`src/rtl/ga_pkg.sv`:
```
// Shared types and constants for the genetic-algorithm engine.
package ga_pkg;

    typedef enum logic [3:0] {
        IDLE, INIT_GEN, EVAL_REQ, EVAL_WAIT, GEN_END,
        SEL_A, SEL_B, XOVER, MUTATE, DONE
    } ga_state_t;

    localparam logic [31:0] LFSR_TAPS = 32'h8020_0003;

    // Most-negative two's-complement value of a w-bit field, in the low w bits.
    function automatic logic [63:0] fit_min(input int unsigned w);
        return 64'd1 << (w - 1);
    endfunction

endpackage

```
`src/rtl/ga_engine_if.sv`:
```
// Fitness-evaluator handshake: one request channel, one single-cycle response.
interface ga_engine_if #(
    parameter int unsigned CHROM_W = 32,
    parameter int unsigned FIT_W   = 27
);
    logic               fit_req_valid;
    logic               fit_req_ready;
    logic [CHROM_W-1:0] fit_req_chrom;
    logic               fit_rsp_valid;
    logic [FIT_W-1:0]   fit_rsp_fit;

    modport master (
        output fit_req_valid, fit_req_chrom,
        input  fit_req_ready, fit_rsp_valid, fit_rsp_fit
    );

    modport slave (
        input  fit_req_valid, fit_req_chrom,
        output fit_req_ready, fit_rsp_valid, fit_rsp_fit
    );
endinterface

```
`src/rtl/ga_lfsr32.sv`:
```
// 32-bit right-shifting Galois LFSR; a zero seed is replaced by 1 so it never locks up.
module ga_lfsr32
    import ga_pkg::*;
(
    input  logic        clk,
    input  logic        reset_n,
    input  logic        load,
    input  logic        en,
    input  logic [31:0] seed,
    output logic [31:0] q
);

    always_ff @(posedge clk or negedge reset_n) begin
        if (!reset_n)
            q <= '0;
        else if (load)
            q <= (seed == '0) ? 32'h1 : seed;
        else if (en)
            q <= {1'b0, q[31:1]} ^ (q[0] ? LFSR_TAPS : '0);
    end

endmodule

```
`src/rtl/ga_engine.sv`:
```
// Generational GA core: random initial population, tournament selection, one-point
// crossover, mutation and elitist replacement, with fitness evaluated off-block.
module ga_engine
    import ga_pkg::*;
#(
    parameter int unsigned CHROM_W    = 32,
    parameter int unsigned FIT_W      = 27,
    parameter int unsigned POP_SIZE   = 16,
    parameter int unsigned MAX_GEN    = 100,
    parameter int unsigned MUT_THRESH = 8,
    localparam int unsigned GEN_W     = (MAX_GEN > 0) ? $clog2(MAX_GEN + 1) : 1
) (
    input  logic               clk,
    input  logic               reset_n,
    input  logic [31:0]        seed,
    input  logic               start,
    output logic               busy,
    output logic               done,
    output logic [GEN_W-1:0]   generation,
    output logic [CHROM_W-1:0] best,
    output logic [FIT_W-1:0]   best_fit,
    ga_engine_if.master        fit
);

    localparam int unsigned IDX_W = $clog2(POP_SIZE);
    localparam int unsigned ENT_W = CHROM_W + FIT_W;
    localparam logic [FIT_W-1:0] FIT_MIN = FIT_W'(fit_min(FIT_W));

    ga_state_t          state;
    logic [31:0]        rng;
    logic               init_gen;
    logic               cur_sel;
    logic [IDX_W-1:0]   idx;
    logic [CHROM_W-1:0] cand, pa, pb;
    logic [ENT_W-1:0]   bank [2][POP_SIZE];

    logic               start_ok;
    logic [GEN_W-1:0]   gen_next;
    logic               last_gen;

    assign start_ok      = start && (state == IDLE || state == DONE);
    assign gen_next      = init_gen ? generation : generation + 1'b1;
    assign last_gen      = (gen_next == GEN_W'(MAX_GEN));
    assign fit.fit_req_chrom = cand;

    ga_lfsr32 u_lfsr (
        .clk     (clk),
        .reset_n (reset_n),
        .load    (start_ok),
        .en      (busy),
        .seed    (seed),
        .q       (rng)
    );

    // Tournament of two: low and high 16-bit rng fields pick the contestants.
    logic [IDX_W-1:0]   r1, r2;
    logic [ENT_W-1:0]   e1, e2;
    logic [CHROM_W-1:0] parent;

    assign r1 = rng[IDX_W-1:0];
    assign r2 = rng[16 +: IDX_W];
    assign e1 = bank[cur_sel][r1];
    assign e2 = bank[cur_sel][r2];
    assign parent = ($signed(e2[FIT_W-1:0]) > $signed(e1[FIT_W-1:0])) ?
                    e2[ENT_W-1:FIT_W] : e1[ENT_W-1:FIT_W];

    logic [31:0]        xpos, mpos;
    logic [CHROM_W-1:0] xmask, child, mutated;

    assign xpos = ({8'b0, rng[31:8]} % (CHROM_W - 1)) + 1;
    assign mpos = {8'b0, rng[31:8]} % CHROM_W;

    always_comb begin
        xmask   = {CHROM_W{1'b1}} << xpos;
        child   = (pa & xmask) | (pb & ~xmask);
        mutated = cand;
        if ({24'b0, rng[7:0]} < MUT_THRESH)
            mutated = cand ^ ({{(CHROM_W-1){1'b0}}, 1'b1} << mpos);
    end

    // Single write port: evaluated children go to nxt; at GEN_END the elite seeds the
    // bank that becomes nxt after the swap (the outgoing cur bank).
    logic               wr_en, wr_bank;
    logic [IDX_W-1:0]   wr_idx;
    logic [ENT_W-1:0]   wr_data;

    always_comb begin
        wr_en   = 1'b0;
        wr_bank = ~cur_sel;
        wr_idx  = idx;
        wr_data = {cand, fit.fit_rsp_fit};
        if (state == EVAL_WAIT && fit.fit_rsp_valid) begin
            wr_en = 1'b1;
        end else if (state == GEN_END && !last_gen) begin
            wr_en   = 1'b1;
            wr_bank = cur_sel;
            wr_idx  = '0;
            wr_data = {best, best_fit};
        end
    end

    always_ff @(posedge clk) begin
        if (wr_en)
            bank[wr_bank][wr_idx] <= wr_data;
    end

    always_ff @(posedge clk or negedge reset_n) begin
        if (!reset_n) begin
            state             <= IDLE;
            busy              <= 1'b0;
            done              <= 1'b0;
            generation        <= '0;
            best              <= '0;
            best_fit          <= '0;
            fit.fit_req_valid <= 1'b0;
            init_gen          <= 1'b0;
            cur_sel           <= 1'b0;
            idx               <= '0;
            cand              <= '0;
            pa                <= '0;
            pb                <= '0;
        end else begin
            case (state)
                IDLE, DONE: if (start) begin
                    state      <= INIT_GEN;
                    busy       <= 1'b1;
                    done       <= 1'b0;
                    generation <= '0;
                    idx        <= '0;
                    init_gen   <= 1'b1;
                    best       <= '0;
                    best_fit   <= FIT_MIN;
                end
                INIT_GEN: begin
                    cand              <= rng[CHROM_W-1:0];
                    fit.fit_req_valid <= 1'b1;
                    state             <= EVAL_REQ;
                end
                EVAL_REQ: if (fit.fit_req_ready) begin
                    fit.fit_req_valid <= 1'b0;
                    state             <= EVAL_WAIT;
                end
                EVAL_WAIT: if (fit.fit_rsp_valid) begin
                    if ($signed(fit.fit_rsp_fit) > $signed(best_fit)) begin
                        best     <= cand;
                        best_fit <= fit.fit_rsp_fit;
                    end
                    if (idx == IDX_W'(POP_SIZE - 1)) begin
                        state <= GEN_END;
                    end else begin
                        idx   <= idx + 1'b1;
                        state <= init_gen ? INIT_GEN : SEL_A;
                    end
                end
                GEN_END: begin
                    cur_sel    <= ~cur_sel;
                    init_gen   <= 1'b0;
                    generation <= gen_next;
                    if (last_gen) begin
                        state <= DONE;
                        busy  <= 1'b0;
                        done  <= 1'b1;
                    end else begin
                        idx   <= IDX_W'(1);
                        state <= SEL_A;
                    end
                end
                SEL_A: begin
                    pa    <= parent;
                    state <= SEL_B;
                end
                SEL_B: begin
                    pb    <= parent;
                    state <= XOVER;
                end
                XOVER: begin
                    cand  <= child;
                    state <= MUTATE;
                end
                MUTATE: begin
                    cand              <= mutated;
                    fit.fit_req_valid <= 1'b1;
                    state             <= EVAL_REQ;
                end
                default: state <= IDLE;
            endcase
        end
    end

endmodule

```
`src/flat_wrapper.sv`:
```
// flat-port wrapper written by rule: the top's interface ports become plain ports
module ga_engine_flat import ga_pkg::*;
#(
    parameter int unsigned CHROM_W    = 32,
    parameter int unsigned FIT_W      = 27,
    parameter int unsigned POP_SIZE   = 16,
    parameter int unsigned MAX_GEN    = 100,
    parameter int unsigned MUT_THRESH = 8,
    localparam int unsigned GEN_W     = (MAX_GEN > 0) ? $clog2(MAX_GEN + 1) : 1
)
  (clk, reset_n, seed, start, busy, done, generation, best, best_fit, fit_fit_req_valid, fit_fit_req_chrom, fit_fit_req_ready, fit_fit_rsp_valid, fit_fit_rsp_fit);
  ga_engine_if #(.CHROM_W(CHROM_W), .FIT_W(FIT_W)) fit_i ();
  input  logic clk;
  input  logic reset_n;
  input  logic [31:0] seed;
  input  logic start;
  output logic busy;
  output logic done;
  output logic [GEN_W-1:0] generation;
  output logic [CHROM_W-1:0] best;
  output logic [FIT_W-1:0] best_fit;
  output wire logic [$bits(fit_i.fit_req_valid)-1:0] fit_fit_req_valid;
  output wire logic [$bits(fit_i.fit_req_chrom)-1:0] fit_fit_req_chrom;
  input wire logic [$bits(fit_i.fit_req_ready)-1:0] fit_fit_req_ready;
  input wire logic [$bits(fit_i.fit_rsp_valid)-1:0] fit_fit_rsp_valid;
  input wire logic [$bits(fit_i.fit_rsp_fit)-1:0] fit_fit_rsp_fit;
  assign fit_fit_req_valid = fit_i.fit_req_valid;
  assign fit_fit_req_chrom = fit_i.fit_req_chrom;
  assign fit_i.fit_req_ready = fit_fit_req_ready;
  assign fit_i.fit_rsp_valid = fit_fit_rsp_valid;
  assign fit_i.fit_rsp_fit = fit_fit_rsp_fit;
  ga_engine #(.CHROM_W(CHROM_W), .FIT_W(FIT_W), .POP_SIZE(POP_SIZE), .MAX_GEN(MAX_GEN), .MUT_THRESH(MUT_THRESH)) u_core (.clk(clk), .reset_n(reset_n), .seed(seed), .start(start), .busy(busy), .done(done), .generation(generation), .best(best), .best_fit(best_fit), .fit(fit_i));
endmodule
```
`config.mk`:
```
export PLATFORM = sky130hd
export DESIGN_NAME = ga_engine_flat
export DESIGN_NICKNAME = d
export VERILOG_FILES = /design/src/rtl/ga_pkg.sv /design/src/rtl/ga_engine_if.sv /design/src/rtl/ga_lfsr32.sv /design/src/rtl/ga_engine.sv /design/src/flat_wrapper.sv
export SDC_FILE = /design/constraint.sdc
export NUM_CORES = 2
export LEC_CHECK = 0
export ABC_AREA = 0
export CAP_MARGIN = 10
export CORE_ASPECT_RATIO = 1.5
export CORE_MARGIN = 2
export CORE_UTILIZATION = 55
export CTS_CLUSTER_SIZE = 30
export DETAILED_ROUTE_END_ITERATION = 6
export DONT_BUFFER_PORTS = 1
export HOLD_SLACK_MARGIN = 0.12
export PLACE_DENSITY = 0.69
export SLEW_MARGIN = 20
export SYNTH_ARGS = -nofsm -noshare
export SYNTH_HDL_FRONTEND = slang
export SYNTH_SLANG_ARGS = --single-unit
export TNS_END_PERCENT = 20
```
`constraint.sdc`:
```
create_clock -name clk -period 17.1 [get_ports clk]
set_clock_uncertainty 0.15 [all_clocks]
set_input_delay 4.275 -clock clk [delete_from_list [all_inputs] [get_ports clk]]
set_output_delay 4.275 -clock clk [all_outputs]
set_load 0.05 [all_outputs]
```
==> results by group <==
Drt
  • ANT nets after route: 0
  • Iteration-0 DRC Markers: 8223
  • Residual DRC: 0
  • Via count: 64600
  • Final WL: 317 mm
  • Routed vias/inst: 6.84
  • Wire per inst: 33.6 um
  • Pre-antenna DRT Iters: 6

Place
  • PortBufs: 0
  • Post-DP HPWL: 190 mm
  • Inst Count DP: 9092
  • GPL Wtd Cong: 0.894

Layout
  • Area Growth Syn to Fin: 9.50%
  • Layout cell share with drive strength beyond 1: 20.6%
  • # nets final: 7004
  • Util after Layout: 60.7%
  • Filler Cell Count: 13600
  • Non-filler instance count after layout: 9448

Worst setup path
  • CP Data Required Time: 17.65 ns
  • Worst endpoint data arrival time: 16.66 ns
  • CP Launch Type: flip-flop
  • R2r endpoint: u_core.fit.fit_req_chrom[10]
  • R2R cell count: 51
  • Family with the most delay on the worst path: simple AND/OR/NAND/NOR gates
  • Reg-to-Reg Start: u_core.u_lfsr.q[31]
  • CP max-delay cell: dfrtp_2
  • Type of the worst setup path: reg2reg
  • Max FO, Critical Path: 24
  • Worst Path Buf+Inv: 1
  • R2R Setup Slk: 1.0 ns
  • Worst path max stage delay: 0.67 ns
  • Critical Path End Type: flip-flop

Die
  • Rows: 191
  • Core area: 0.181 sq mm
  • Chip width: 352 um
  • Die footprint: 0.186 sq mm
  • Starting Density: 55.4%
  • Die H: 527 um
  • I/O pin total: 165

Clock tree
  • CTS clk-pin slew, worst paths: 0.06 ns
  • Num CTS Buffers: 199
  • CTS tree: done
  • Clock Tree Root: clkbuf_16
  • CTS max path bufs: 4
  • Clock sink total: 2095
  • Worst-Skew Late Latency: 0.87 ns
  • Post-CTS Setup Bufs: 0
  • H-tree depth: 4

STA
  • Upper clock frequency limit: 0.0621 GHz
  • Setup TNS: 0 ns
  • RSZ-0062 raised after global routing: no
  • Slew @ Worst Pin: 1.17 ns
  • Slew margin rel.: 21.7%
  • Fin crit share: 94.2%
  • # setup viols final: 0
  • WHS: 0.335 ns
  • Fin. max-slew vios: 0
  • Fin. Hold Viols: 0
  • Min Tclk post-route: 16.10 ns

Synthesis
  • Syn avg cell area: 14.3 sq um
  • Post-synth top area cell: edfxtp_1
  • Flop and latch count out of synthesis: 2095
  • Sequential cell area fraction in the yosys report: 61.8%
  • Netlist Area Pre-Place: 0.100 sq mm
  • Syn_nets: 7111
  • Netlist cell types: 134
  • Post-Syn Instances: 6988
  • Synth top area share: 56.6%
  • Share of flip-flops with an asynchronous set or reset: 9.88%
  • Largest cells by area after synthesis: edfxtp_1 57%, mux4_2 10%, dfrtp_1 5.2%
  • Ys flop type: edfxtp_1
  • EDFF count, synth: 1888
  • Synth warnings: 0
  • Count leader, synth: edfxtp_1
  • Top post-synthesis cells by count: 1888 x edfxtp_1, 556 x nand2_1, 499 x mux2i_1, 482 x nor2_1, 455 x a21oi_1

GRT
  • Aggregate global-route resource usage: 33.7%
  • Met1 usage: 40.7%
  • Met3 usage: 5.47%
  • Initial antenna violation count: 9
  • Grt met2 use: 57.6%
  • Largest net degree at the start of global routing: 208
  • Total gr overflow: 0
  • Vias in the first global route: 63500
  • Busiest grt layer: met2
  • First-pass GRT wire length: 449 mm

Worst hold path
  • Hold Path End: u_core.pb[3]
  • Worst Hold Path Cells: 2
  • Worst hold path class: reg2reg
  • HP Start: u_core.pb[3]

Run status
  • Status: finished clean

Run
  • Max-Cap Viols: 0
-- through the flow --
step           setup WS, ns  cell area (sq um)
2_1_floorplan          3.33             100000
3_3_place_gp          0.950             103000
3_5_place_dp          0.810             103000
4_1_cts               0.728             110000
5_1_grt              0.0744             110000
6_report              0.997             110000
-- worst max path at each step --
stage / startpoint / depth (start not counted) / slack (ns) / to
after floorplan: u_core.u_lfsr.q[26] / 56 / 3.33 / u_core.fit.fit_req_chrom[10]
after global placement: u_core.u_lfsr.q[31] / 50 / 0.95 / u_core.fit.fit_req_chrom[10]
after detailed placement: u_core.u_lfsr.q[30] / 50 / 0.81 / u_core.fit.fit_req_chrom[10]
after CTS: u_core.u_lfsr.q[30] / 50 / 0.73 / u_core.fit.fit_req_chrom[10]
after global routing: u_core.u_lfsr.q[30] / 51 / 0.07 / u_core.fit.fit_req_chrom[10]
final: u_core.u_lfsr.q[31] / 51 / 1.0 / u_core.fit.fit_req_chrom[10]
-- metal layers --
metal,vias to the layer above,routed length (um)
met2,3465,159000
li1,27300,-
met3,852,25500
met5,-,22
met1,33000,113000
met4,4,19800
-- cell type report --
class,count,area [sq um],area share (%)
Antenna cell,4,10.0,0.00913
Tap cell,2412,3020,2.75
Clock buffer,249,5310,4.84
Multi-Input combinational cell,4322,36600,33.4
Clock inverter,103,972,0.886
Sequential cell,2095,61900,56.4
Inverter,64,251,0.229
Timing Repair Buffer,199,1610,1.47
-- sequential cells by signal (all words and copies together) (netlist names), 4 cells and up --
register and cells:
u_core.bank 1888, u_core.best 32, u_core.fit.fit_req_chrom 32, u_core.pa 32, u_core.pb 32, u_core.u_lfsr.q 32, u_core.best_fit 27, u_core.generation 7
u_core.idx 4, u_core.state 4
-- repair_timing --
action,4_1_cts,5_1_grt
gates resized for setup,0,12
hold buffers,0,0
setup endpoints to repair,0,21
-- placed cells by master (no fill, tap or decap), types with 14 or more instances in the layout --
| cell type | synthesis | routed |
|---|---|---|
| and3_1 | 16 | 15 |
| xor2_1 | 21 | 21 |
| nor2_1 | 482 | 450 |
| bufinv_16 | 0 | 17 |
| nor4_1 | 16 | 14 |
| o21a_1 | 19 | 19 |
| buf_4 | 10 | 189 |
| and2_1 | 21 | 21 |
| nor2_4 | 0 | 30 |
| a211oi_1 | 201 | 199 |
| edfxtp_1 | 1888 | 1888 |
| nand4_1 | 30 | 30 |
| nand2_1 | 556 | 552 |
| o211ai_1 | 84 | 84 |
| nand2b_1 | 21 | 21 |
| clkinv_1 | 2 | 28 |
| a31oi_1 | 30 | 30 |
| clkbuf_1 | 350 | 40 |
| mux2_2 | 331 | 331 |
| a221oi_1 | 21 | 21 |
| nor3_1 | 39 | 38 |
| o22ai_1 | 16 | 16 |
| clkbuf_16 | 0 | 203 |
| mux4_2 | 445 | 445 |
| xnor2_1 | 29 | 29 |
| nor2b_1 | 27 | 27 |
| inv_1 | 59 | 57 |
| a22o_1 | 65 | 65 |
| o21ai_1 | 23 | 30 |
| a21o_1 | 27 | 27 |
| a21oi_1 | 455 | 455 |
| dfrtp_1 | 207 | 191 |
| o21ai_0 | 450 | 418 |
| mux2i_1 | 499 | 499 |
| ha_1 | 59 | 59 |
| clkinv_2 | 0 | 43 |
| o21ai_2 | 3 | 16 |
| nand3_1 | 60 | 60 |
-- worst reg2reg max path, delay by kind of cell (launching register included) --
kind                     cells  cell delay [ns]
AND/OR/NAND/NOR             24             6.53
multiplexers                 6             2.48
AO/OA/AOI/OAI               14             4.23
adder cells (fa/ha/maj)      3             0.89
buffers and inverters        1             0.06
XOR/XNOR                     3             0.95
flip-flops                   1             0.67
-- cell families (layout without fill, tap and decap cells) --
kind of cell | after synthesis | after routing | synth area share (%)
AO/OA/AOI/OAI | 1571 | 1571 | 10.0
AND/OR/NAND/NOR | 1351 | 1351 | 5.89
other | 0 | 4 | 0
buffers and inverters | 571 | 615 | 2.23
XOR/XNOR | 54 | 54 | 0.502
adder cells (fa/ha/maj) | 60 | 60 | 0.747
flip-flops | 2095 | 2095 | 61.8
multiplexers | 1286 | 1286 | 18.9
Power is left out: the tool's default activity adds up to more than one toggle a clock period on the data nets, which glitch-free logic cannot reach.
